==> src/rtl/dp_types_pkg.sv <==
// Shared datapath types: hazard-controller state and the per-register enable/flush bundle.
package dp_types_pkg;

    typedef enum logic [1:0] {
        RUN   = 2'd0,
        DWAIT = 2'd1,
        DDONE = 2'd2,
        HALT  = 2'd3
    } hzd_state_t;

    typedef struct packed {
        logic en;
        logic flush;
    } reg_ctrl_t;

    typedef struct packed {
        logic      pc_en;
        reg_ctrl_t if_id;
        reg_ctrl_t id_ex;
        reg_ctrl_t ex_mem;
        reg_ctrl_t mem_wb;
    } pipe_ctrl_t;

endpackage

==> src/rtl/pipeline_reg_if.sv <==
// Enable/flush bundle between the hazard controller and the four pipeline registers.
interface pipeline_reg_if;
    import dp_types_pkg::*;

    pipe_ctrl_t ctrl;

    modport hazard (output ctrl);
    modport regs   (input  ctrl);

endinterface

==> src/rtl/load_use_detect.sv <==
// Flags an ID-stage read of a register still being loaded by the EX-stage instruction.
module load_use_detect #(
    parameter int unsigned REG_AW = 5
) (
    input  logic              ex_memread_i,
    input  logic [REG_AW-1:0] ex_rd_i,
    input  logic [REG_AW-1:0] id_rs_i,
    input  logic [REG_AW-1:0] id_rt_i,
    output logic              lu_o
);

    // Register 0 is hardwired, so a load into it never creates a dependency.
    assign lu_o = ex_memread_i && (ex_rd_i != '0) &&
                  ((ex_rd_i == id_rs_i) || (ex_rd_i == id_rt_i));

endmodule

==> src/rtl/pipeline_hazard_ctrl.sv <==
// Central stall/flush controller: memory-wait FSM, load-use bubbles, MEM-stage redirects, halt.
module pipeline_hazard_ctrl
    import dp_types_pkg::*;
#(
    parameter int unsigned REG_AW      = 5,
    parameter int unsigned STALL_CNT_W = 32
) (
    input  logic                   CLK,
    input  logic                   RST,
    input  logic                   ihit,
    input  logic                   dhit,
    input  logic                   mem_dren,
    input  logic                   mem_dwen,
    input  logic                   mem_pcsrc,
    input  logic                   ex_memread,
    input  logic [REG_AW-1:0]      ex_rd,
    input  logic [REG_AW-1:0]      id_rs,
    input  logic [REG_AW-1:0]      id_rt,
    input  logic                   wb_halt,
    output logic                   pc_en,
    output logic                   if_id_en,
    output logic                   id_ex_en,
    output logic                   ex_mem_en,
    output logic                   mem_wb_en,
    output logic                   if_id_flush,
    output logic                   id_ex_flush,
    output logic                   ex_mem_flush,
    output logic                   mem_wb_flush,
    output logic                   dmem_mask,
    output logic                   halt,
    output logic [STALL_CNT_W-1:0] stall_cnt
);

    hzd_state_t             state_q;
    logic                   halt_q;
    logic [STALL_CNT_W-1:0] cnt_q;
    logic                   dreq;
    logic                   adv;
    logic                   lu;
    logic                   stall_evt;
    pipe_ctrl_t             ctrl;

    pipeline_reg_if u_pipe_if ();

    load_use_detect #(
        .REG_AW (REG_AW)
    ) u_load_use_detect (
        .ex_memread_i (ex_memread),
        .ex_rd_i      (ex_rd),
        .id_rs_i      (id_rs),
        .id_rt_i      (id_rt),
        .lu_o         (lu)
    );

    assign dreq = mem_dren | mem_dwen;

    // Advance is forced low under reset so every enable/flush reads 0 while RST is held.
    always_comb begin
        adv = 1'b0;
        unique case (state_q)
            RUN, DWAIT: adv = ihit & (~dreq | dhit);
            DDONE:      adv = ihit;
            default:    adv = 1'b0;
        endcase
        if (RST) adv = 1'b0;
    end

    always_comb begin
        ctrl = '0;
        if (adv) begin
            ctrl.pc_en     = 1'b1;
            ctrl.if_id.en  = 1'b1;
            ctrl.id_ex.en  = 1'b1;
            ctrl.ex_mem.en = 1'b1;
            ctrl.mem_wb.en = 1'b1;
            if (mem_pcsrc) begin
                ctrl.if_id.flush  = 1'b1;
                ctrl.id_ex.flush  = 1'b1;
                ctrl.ex_mem.flush = 1'b1;
            end else if (lu) begin
                ctrl.pc_en       = 1'b0;
                ctrl.if_id.en    = 1'b0;
                ctrl.id_ex.flush = 1'b1;
            end
        end
    end

    assign stall_evt = (state_q != HALT) && (!adv || (lu && !mem_pcsrc));

    always_ff @(posedge CLK) begin
        if (RST) begin
            state_q <= RUN;
            halt_q  <= 1'b0;
            cnt_q   <= '0;
        end else begin
            unique case (state_q)
                RUN: begin
                    if (wb_halt && adv) begin
                        state_q <= HALT;
                        halt_q  <= 1'b1;
                    end else if (dreq && !dhit) begin
                        state_q <= DWAIT;
                    end else if (dreq && dhit && !ihit) begin
                        state_q <= DDONE;
                    end
                end
                DWAIT: begin
                    if (dhit && ihit)       state_q <= RUN;
                    else if (dhit && !ihit) state_q <= DDONE;
                end
                DDONE: begin
                    if (ihit) state_q <= RUN;
                end
                default: state_q <= HALT;
            endcase
            if (stall_evt && (cnt_q != '1)) cnt_q <= cnt_q + STALL_CNT_W'(1);
        end
    end

    assign u_pipe_if.ctrl = ctrl;

    assign pc_en        = u_pipe_if.ctrl.pc_en;
    assign if_id_en     = u_pipe_if.ctrl.if_id.en;
    assign id_ex_en     = u_pipe_if.ctrl.id_ex.en;
    assign ex_mem_en    = u_pipe_if.ctrl.ex_mem.en;
    assign mem_wb_en    = u_pipe_if.ctrl.mem_wb.en;
    assign if_id_flush  = u_pipe_if.ctrl.if_id.flush;
    assign id_ex_flush  = u_pipe_if.ctrl.id_ex.flush;
    assign ex_mem_flush = u_pipe_if.ctrl.ex_mem.flush;
    assign mem_wb_flush = u_pipe_if.ctrl.mem_wb.flush;

    assign dmem_mask = !RST && (state_q == DDONE);
    assign halt      = !RST && halt_q;
    assign stall_cnt = RST ? '0 : cnt_q;

endmodule

==> config.mk <==
export PLATFORM = sky130hd
export DESIGN_NAME = pipeline_hazard_ctrl
export DESIGN_NICKNAME = d
export VERILOG_FILES = /design/src/rtl/dp_types_pkg.sv /design/src/rtl/pipeline_reg_if.sv /design/src/rtl/load_use_detect.sv /design/src/rtl/pipeline_hazard_ctrl.sv
export SDC_FILE = /design/constraint.sdc
export NUM_CORES = 1
export LEC_CHECK = 0
export ABC_AREA = 1
export CAP_MARGIN = 20
export CORE_UTILIZATION = 51
export DETAILED_ROUTE_END_ITERATION = 10
export GPL_ROUTABILITY_DRIVEN = 1
export HOLD_SLACK_MARGIN = 0.03
export PLACE_DENSITY = 0.81
export SYNTH_ARGS = -nofsm -noshare
export SYNTH_HDL_FRONTEND = slang
export SYNTH_SLANG_ARGS = --single-unit
==> constraint.sdc <==
create_clock -name CLK -period 2.05 [get_ports CLK]
set_input_delay 0.41 -clock CLK [delete_from_list [all_inputs] [get_ports CLK]]
set_output_delay 0.41 -clock CLK [all_outputs]
set_load 0.005 [all_outputs]
==> results of run 1 <==
-- layer usage --
metal	part of all wire	routed length [µm]
met1	0.44	3920
met2	0.47	4220
met3	0.066	594
met4	0.022	201
met5	0	0
-- how the worst max path moves through the flow --
stage,end,startpoint,cells past startpoint,slack [ns]
3_5_place_dp,ex_mem_flush,mem_dwen,8,-0.48
3_3_place_gp,ex_mem_flush,mem_dwen,8,-0.41
2_1_floorplan,pc_en,state_q[0],8,0.05
5_1_grt,id_ex_flush,state_q[0],8,0.0008
4_1_cts,mem_wb_en,state_q[1],7,0.003
6_report,ex_mem_flush,state_q[1],8,0.05
-- placed cells by master (no fill, tap or decap), types with 4 or more instances in the layout --
master / count
nand2_1: 144
nor2_1: 92
inv_1: 61
clkdlybuf4s50_1: 39
dfxtp_1: 33
a21oi_1: 32
nand4_1: 31
buf_4: 27
xor2_1: 23
dlygate4sd2_1: 17
nand3_1: 13
nor3_1: 6
buf_2: 6
clkbuf_8: 5
inv_2: 4
-- through the flow --
step / power [mW] / cells / hold WS [ns]
floorplan: 1.30 / 499 / 0.439
global placement: 1.60 / 637 / 0.450
detailed placement: 1.63 / 637 / 0.457
CTS: 2.22 / 650 / 0.469
global route: 2.42 / 650 / 0.493
finish: 2.29 / 650 / 0.465
-- final cells by class --
cell class	instances	share of cell area
sequential	35	0.185
timing repair buffer	95	0.215
multi-input combinational	372	0.486
tap	72	0.0235
clock buffer	7	0.0199
inverter	68	0.0691
clock inverter	1	0.00130
-- worst max-delay path, stage by stage (launching register included) --
cell and delay, ns:
dfxtp_4 0.38, inv_6 0.08, ha_4 0.14, o22ai_2 0.08
a21oi_2 0.20, buf_6 0.15, inv_4 0.04, nor2_4 0.10
buf_2 0.12
-- power groups by stage --
stage | sequential [mW] | combinational, mW | clock [mW]
floorplan | 0.781 | 0.519 | 0
global placement | 0.782 | 0.822 | 0
detailed placement | 0.786 | 0.844 | 0
CTS | 0.793 | 0.920 | 0.511
global route | 0.817 | 1.06 | 0.538
finish | 0.808 | 0.977 | 0.507
-- registers in the layout (all words and copies together) (netlist names) --
name / count
cnt_q: 32
halt_q: 1
state_q: 2
-- cells by family after synthesis --
group / count (synthesis) / synth area share
compound gates: 40 / 0.0702
fa+ha+maj: 6 / 0.0260
xor+xnor: 25 / 0.0758
flops: 35 / 0.243
simple gates: 300 / 0.446
buf+inv: 92 / 0.138
other cells: 1 / 0.00130
-- repair_timing --
action	in CTS	in global routing
gates resized for setup	66	13
pin swaps	8	2
buffers inserted	5	1
setup endpoints to repair	40	29
hold endpoints to repair	0	0
==> results.md, run 1 <==
* Ranking of synthesized cells by instance count: 145 x nand2_1, 94 x nor2_1, 67 x inv_1
* Most common cell in the netlist: nand2_1
* Number of routed nets with antenna violations at 0
* Critical path type: flip-flop to output port
* Final wirelength at 8.94 mm
* RR Endpoint: cnt_q[8]
* GR Util met1 at 0.397
* Clock Root Buffer: clkbuf_8
* Comb pwr share at 0.426
* Avg Cell Area, Syn at 5.79 µm²
* I/O Buffers at 65
* Initial Util at 0.528
* Final period util at 0.977
* Vias per cell at 5.21
* Synth Cell Area at 2890 µm²
* Register area at 708 µm²
* Pre-antenna DRT Iters at 5
* Sw Share at 0.388
* Async SR Flop Fraction at 0
* RePlAce Congestion at 0.901
* Cell taking the most area after synthesis: dfxtp_1
* Fin. max-slew vios at 0
* Sequential element share of the synthesized area at 0.243
* Clk pwr share at 0.221
* CTS max path bufs at 2
* Synth area leaders: dfxtp_1 24%, nand2_1 19%, nor2_1 12%, inv_1 8.7%, xor2_1 7.0%
* Arrival time at the worst endpoint at 1.59 ns
* Fin area at 3840 µm²
* Met3 Resource Use GR at 0.0595
* Post-DP HPWL at 6.63 mm
* Total CTS buffers at 5
* Final core area utilization at 0.701
* Initial antenna violation count at 0
* Post-route DRC at 0
* Worst reg2reg setup slack at 0.17 ns
* Die width at 77.3 µm
* Gr ovfl total at 0
* PwrDens at 598 nW/µm²
* Num ports at 67
* Die Y at 77.3 µm
* Ant diodes at 0
* Share of layout cells above drive strength 1 at 0.126
* Hold Path Stages at 2
* Critical Path RT at 1.64 ns
* Area Growth Syn to Fin at 32.8%
* Hold WC Path Type: flip-flop to flip-flop
* Max cap viols at 0
* Worst IR Drop VDD at 0.320 mV
* Primary FF master, synth: dfxtp_1
* Fill cells at 481
* Die area at 5970 µm²
* CTS H-tree depth at 2
* Hold Buf Count CTS at 0
* Final setup viols at 0
* R2R depth at 13
* Setup TNS at 0 ns
* P_leak at 1.53 nW
* Synth warn at 0
* NetSw at 890 µW
* Setup WS post-layout at 0.0464 ns
* Tot GR Track Use at 0.312
* Status: complete, no violations
* Part of the power in registers at 0.353
* #FFs+latches synth at 35
* Syn Nets at 529
* Vias in the first global route at 3,209
* Worst Skew at 0.0104 ns
* CP max FO at 4
* Final Hold Fails at 0
* Fmax at 499 MHz
* Area of the multi-input gates at 1870 µm²
* R2r startpoint: cnt_q[0]
* CORE AREA at 5470 µm²
* Synthesized instance count at 499
* RSZ-0062 raised after global routing: no
* Yosys top cell area share at 0.243
* Maximum number of pins on one net before global-route repair at 36
* Core Rows at 27
* Distinct cells, synth at 28
* CTS tree: yes
* CP Launch Type: flip-flop
* DR iter-0 viols at 356
* Post-synth EDFFs at 0
* Clk slew on worst S/H paths at 0.08 ns
* Min Tclk post-route at 2.00 ns
* CP endpoint kind: output port
* First-pass GRT wire length at 14.8 mm
* Placed cell areas at 3670 µm²
* Internal power at 1.40 mW
* Post-Place Setup Slack at -0.481 ns
* Total Nets Final at 607
* GR Util met2 at 0.519
* Routed vias at 3,386
* CTS Sinks at 35
* Hold Startpoint: cnt_q[31]
* Worst Hold End: cnt_q[31]
* Skew-Pair Late Insertion Delay at 0.30 ns
* Wire per inst at 13.8 µm
* Grt peak-use layer: met2
Power figures use the tool's default switching activity.
==> inputs of run 2 (changes only) <==
CORE_MARGIN = 1   (was not set)
clock period = 2.5 ns   (was 2.05 ns; I/O delays follow)
==> results.md, run 2 (synthesized netlist as in run 1, its figures left out) <==
* Final Hold Fails at 0
* Final setup viols at 0
* Worst Skew at 0.00815 ns
* R2R depth at 10
* I/O Buffers at 65
* Worst reg2reg setup slack at 0.35 ns
* Vias in the first global route at 3,020
* Share of layout cells above drive strength 1 at 0.0782
* Cells after DPL at 625
* Commonest non-fill, non-tap cell in the layout: nand2_1
* Fill cells at 516
* Area Growth Syn to Fin at 29.1%
* Fin area at 3730 µm²
* Placed cell areas at 3580 µm²
* Total CTS buffers at 5
* Gr ovfl total at 0
* DR iter-0 viols at 237
* Die width at 77.3 µm
* Finished Layout Cells at 635
* PwrDens at 458 nW/µm²
* CTS Sinks at 35
* Critical Path RT at 2.00 ns
* Clk slew on worst S/H paths at 0.07 ns
* Fmax at 416 MHz
* Top Registers: cnt_q x32, state_q x2, halt_q x1
* P_leak at 1.54 nW
* CORE AREA at 5470 µm²
* CP max FO at 2
* Die area at 5970 µm²
* Final wirelength at 8.20 mm
* Most frequent cells in the layout: 143 x nand2_1, 91 x nor2_1, 67 x inv_1, 45 x clkdlybuf4s50_1, 34 x a21oi_1
* Initial Util at 0.528
* Die Y at 77.3 µm
* Arrival time at the worst endpoint at 1.91 ns
* Pre-antenna DRT Iters at 4
* Min Tclk post-route at 2.41 ns
* R2r startpoint: cnt_q[0]
* Post-Place Setup Slack at -0.194 ns
* Initial antenna violation count at 0
* Hold Startpoint: cnt_q[31]
* Rel. slew slack at 0.579
* Post-route DRC at 0
* Max cap viols at 0
* Slew at the pin closest to its max-slew limit at 0.632 ns
* Wire per inst at 12.9 µm
* Area of the multi-input gates at 1810 µm²
* Hold WC Path Type: flip-flop to flip-flop
* First-pass GRT wire length at 13.9 mm
* Critical path type: primary input to output port
* Num ports at 67
* Tot GR Track Use at 0.286
* Setup WS post-layout at 0.0949 ns
* Design Power at 1.71 mW
* RR Endpoint: cnt_q[9]
* Final period util at 0.962
* CTS H-tree depth at 2
* CP Launch Type: primary input
* Maximum number of pins on one net before global-route repair at 66
* Hold Path Stages at 2
* CP endpoint kind: output port
* Number of routed nets with antenna violations at 0
* Core Rows at 27
* RSZ-0062 raised after global routing: yes
* Max FFs per register at 32
* Status: complete, no violations
* Post-DP HPWL at 6.00 mm
* RePlAce Congestion at 0.922
* Fin. max-slew vios at 0
* Routed vias at 3,289
* Skew-Pair Late Insertion Delay at 0.29 ns
* Total Nets Final at 593
* Worst IR Drop VDD at 0.309 mV
* Worst Hold End: cnt_q[31]
* Vias per cell at 5.18
* Ant diodes at 0
* Clock Root Buffer: clkbuf_8
* CTS max path bufs at 2
* Top reg by flops: cnt_q
* CP Launch Point: mem_dwen
* Register area at 703 µm²
* CTS tree: yes
run 2: changes by cell type in the layout (fill, tap and decap cells not counted), sizes merged:
cell           delta
clkdlybuf4s15     -1
clkbuf            -2
buf              -19
clkdlybuf4s50     +6
dlymetal6s2s      +7
dlygate4sd2       -6
run 2: layout make-up:
type,instances,share of cell area
flip-flops and latches,35,0.188
clock buffers,6,0.0221
clock inverters,1,0.00134
well taps,72,0.0241
repair buffers,81,0.209
multi-input cells,372,0.486
inverters,68,0.0684
run 2: worst max path at each step:
stage / depth (start not counted) / slack [ns] / end
after floorplan: 7 / 0.34 / pc_en
after global placement: 10 / -0.15 / id_ex_flush
after detailed placement: 8 / -0.19 / if_id_flush
after CTS: 7 / -0.04 / id_ex_en
after global routing: 9 / -0.02 / ex_mem_flush
final: 9 / 0.09 / if_id_flush
run 2: worst max-delay path: stages:
cell,delay [ns]
clkdlybuf4s50_1,0.41
nor2_2,0.13
o22ai_1,0.07
a21oi_1,0.15
buf_4,0.14
buf_12,0.10
inv_1,0.05
nor2_2,0.10
dlygate4sd2_1,0.25
run 2: per-layer routing:
metal	part of all wire	vias to the layer above	track usage	routed length, µm
met5	0	-	0	0
met4	0.014	0	0.0717	116
li1	-	1668	-	-
met2	0.47	109	0.479	3820
met3	0.065	13	0.0524	534
met1	0.45	1499	0.377	3730
run 2: repair_timing:
action | 4_1_cts | 5_1_grt
endpoints found under the setup margin | 5 | 34
pin swaps | 3 | 5
hold buffers | 0 | 0
resized for setup | 16 | 15
setup buffers | 2 | 2
run 2: per-stage QoR:
| step | TNS (ns) | hold WS [ns] | util |
|---|---|---|---|
| 6_report | 0 | 0.475 | 0.682 |
| 5_1_grt | -0.0404 | 0.498 | 0.682 |
| 4_1_cts | -0.0388 | 0.474 | 0.673 |
| 3_5_place_dp | -4.57 | 0.463 | 0.654 |
| 3_3_place_gp | -2.86 | 0.450 | 0.654 |
| 2_1_floorplan | 0 | 0.439 | - |
run 2: where the power goes:
part	internal (mW)	switching, mW
clock network	0.217	0.210
registers	0.598	0.0430
logic	0.252	0.388
total	1.07	0.641
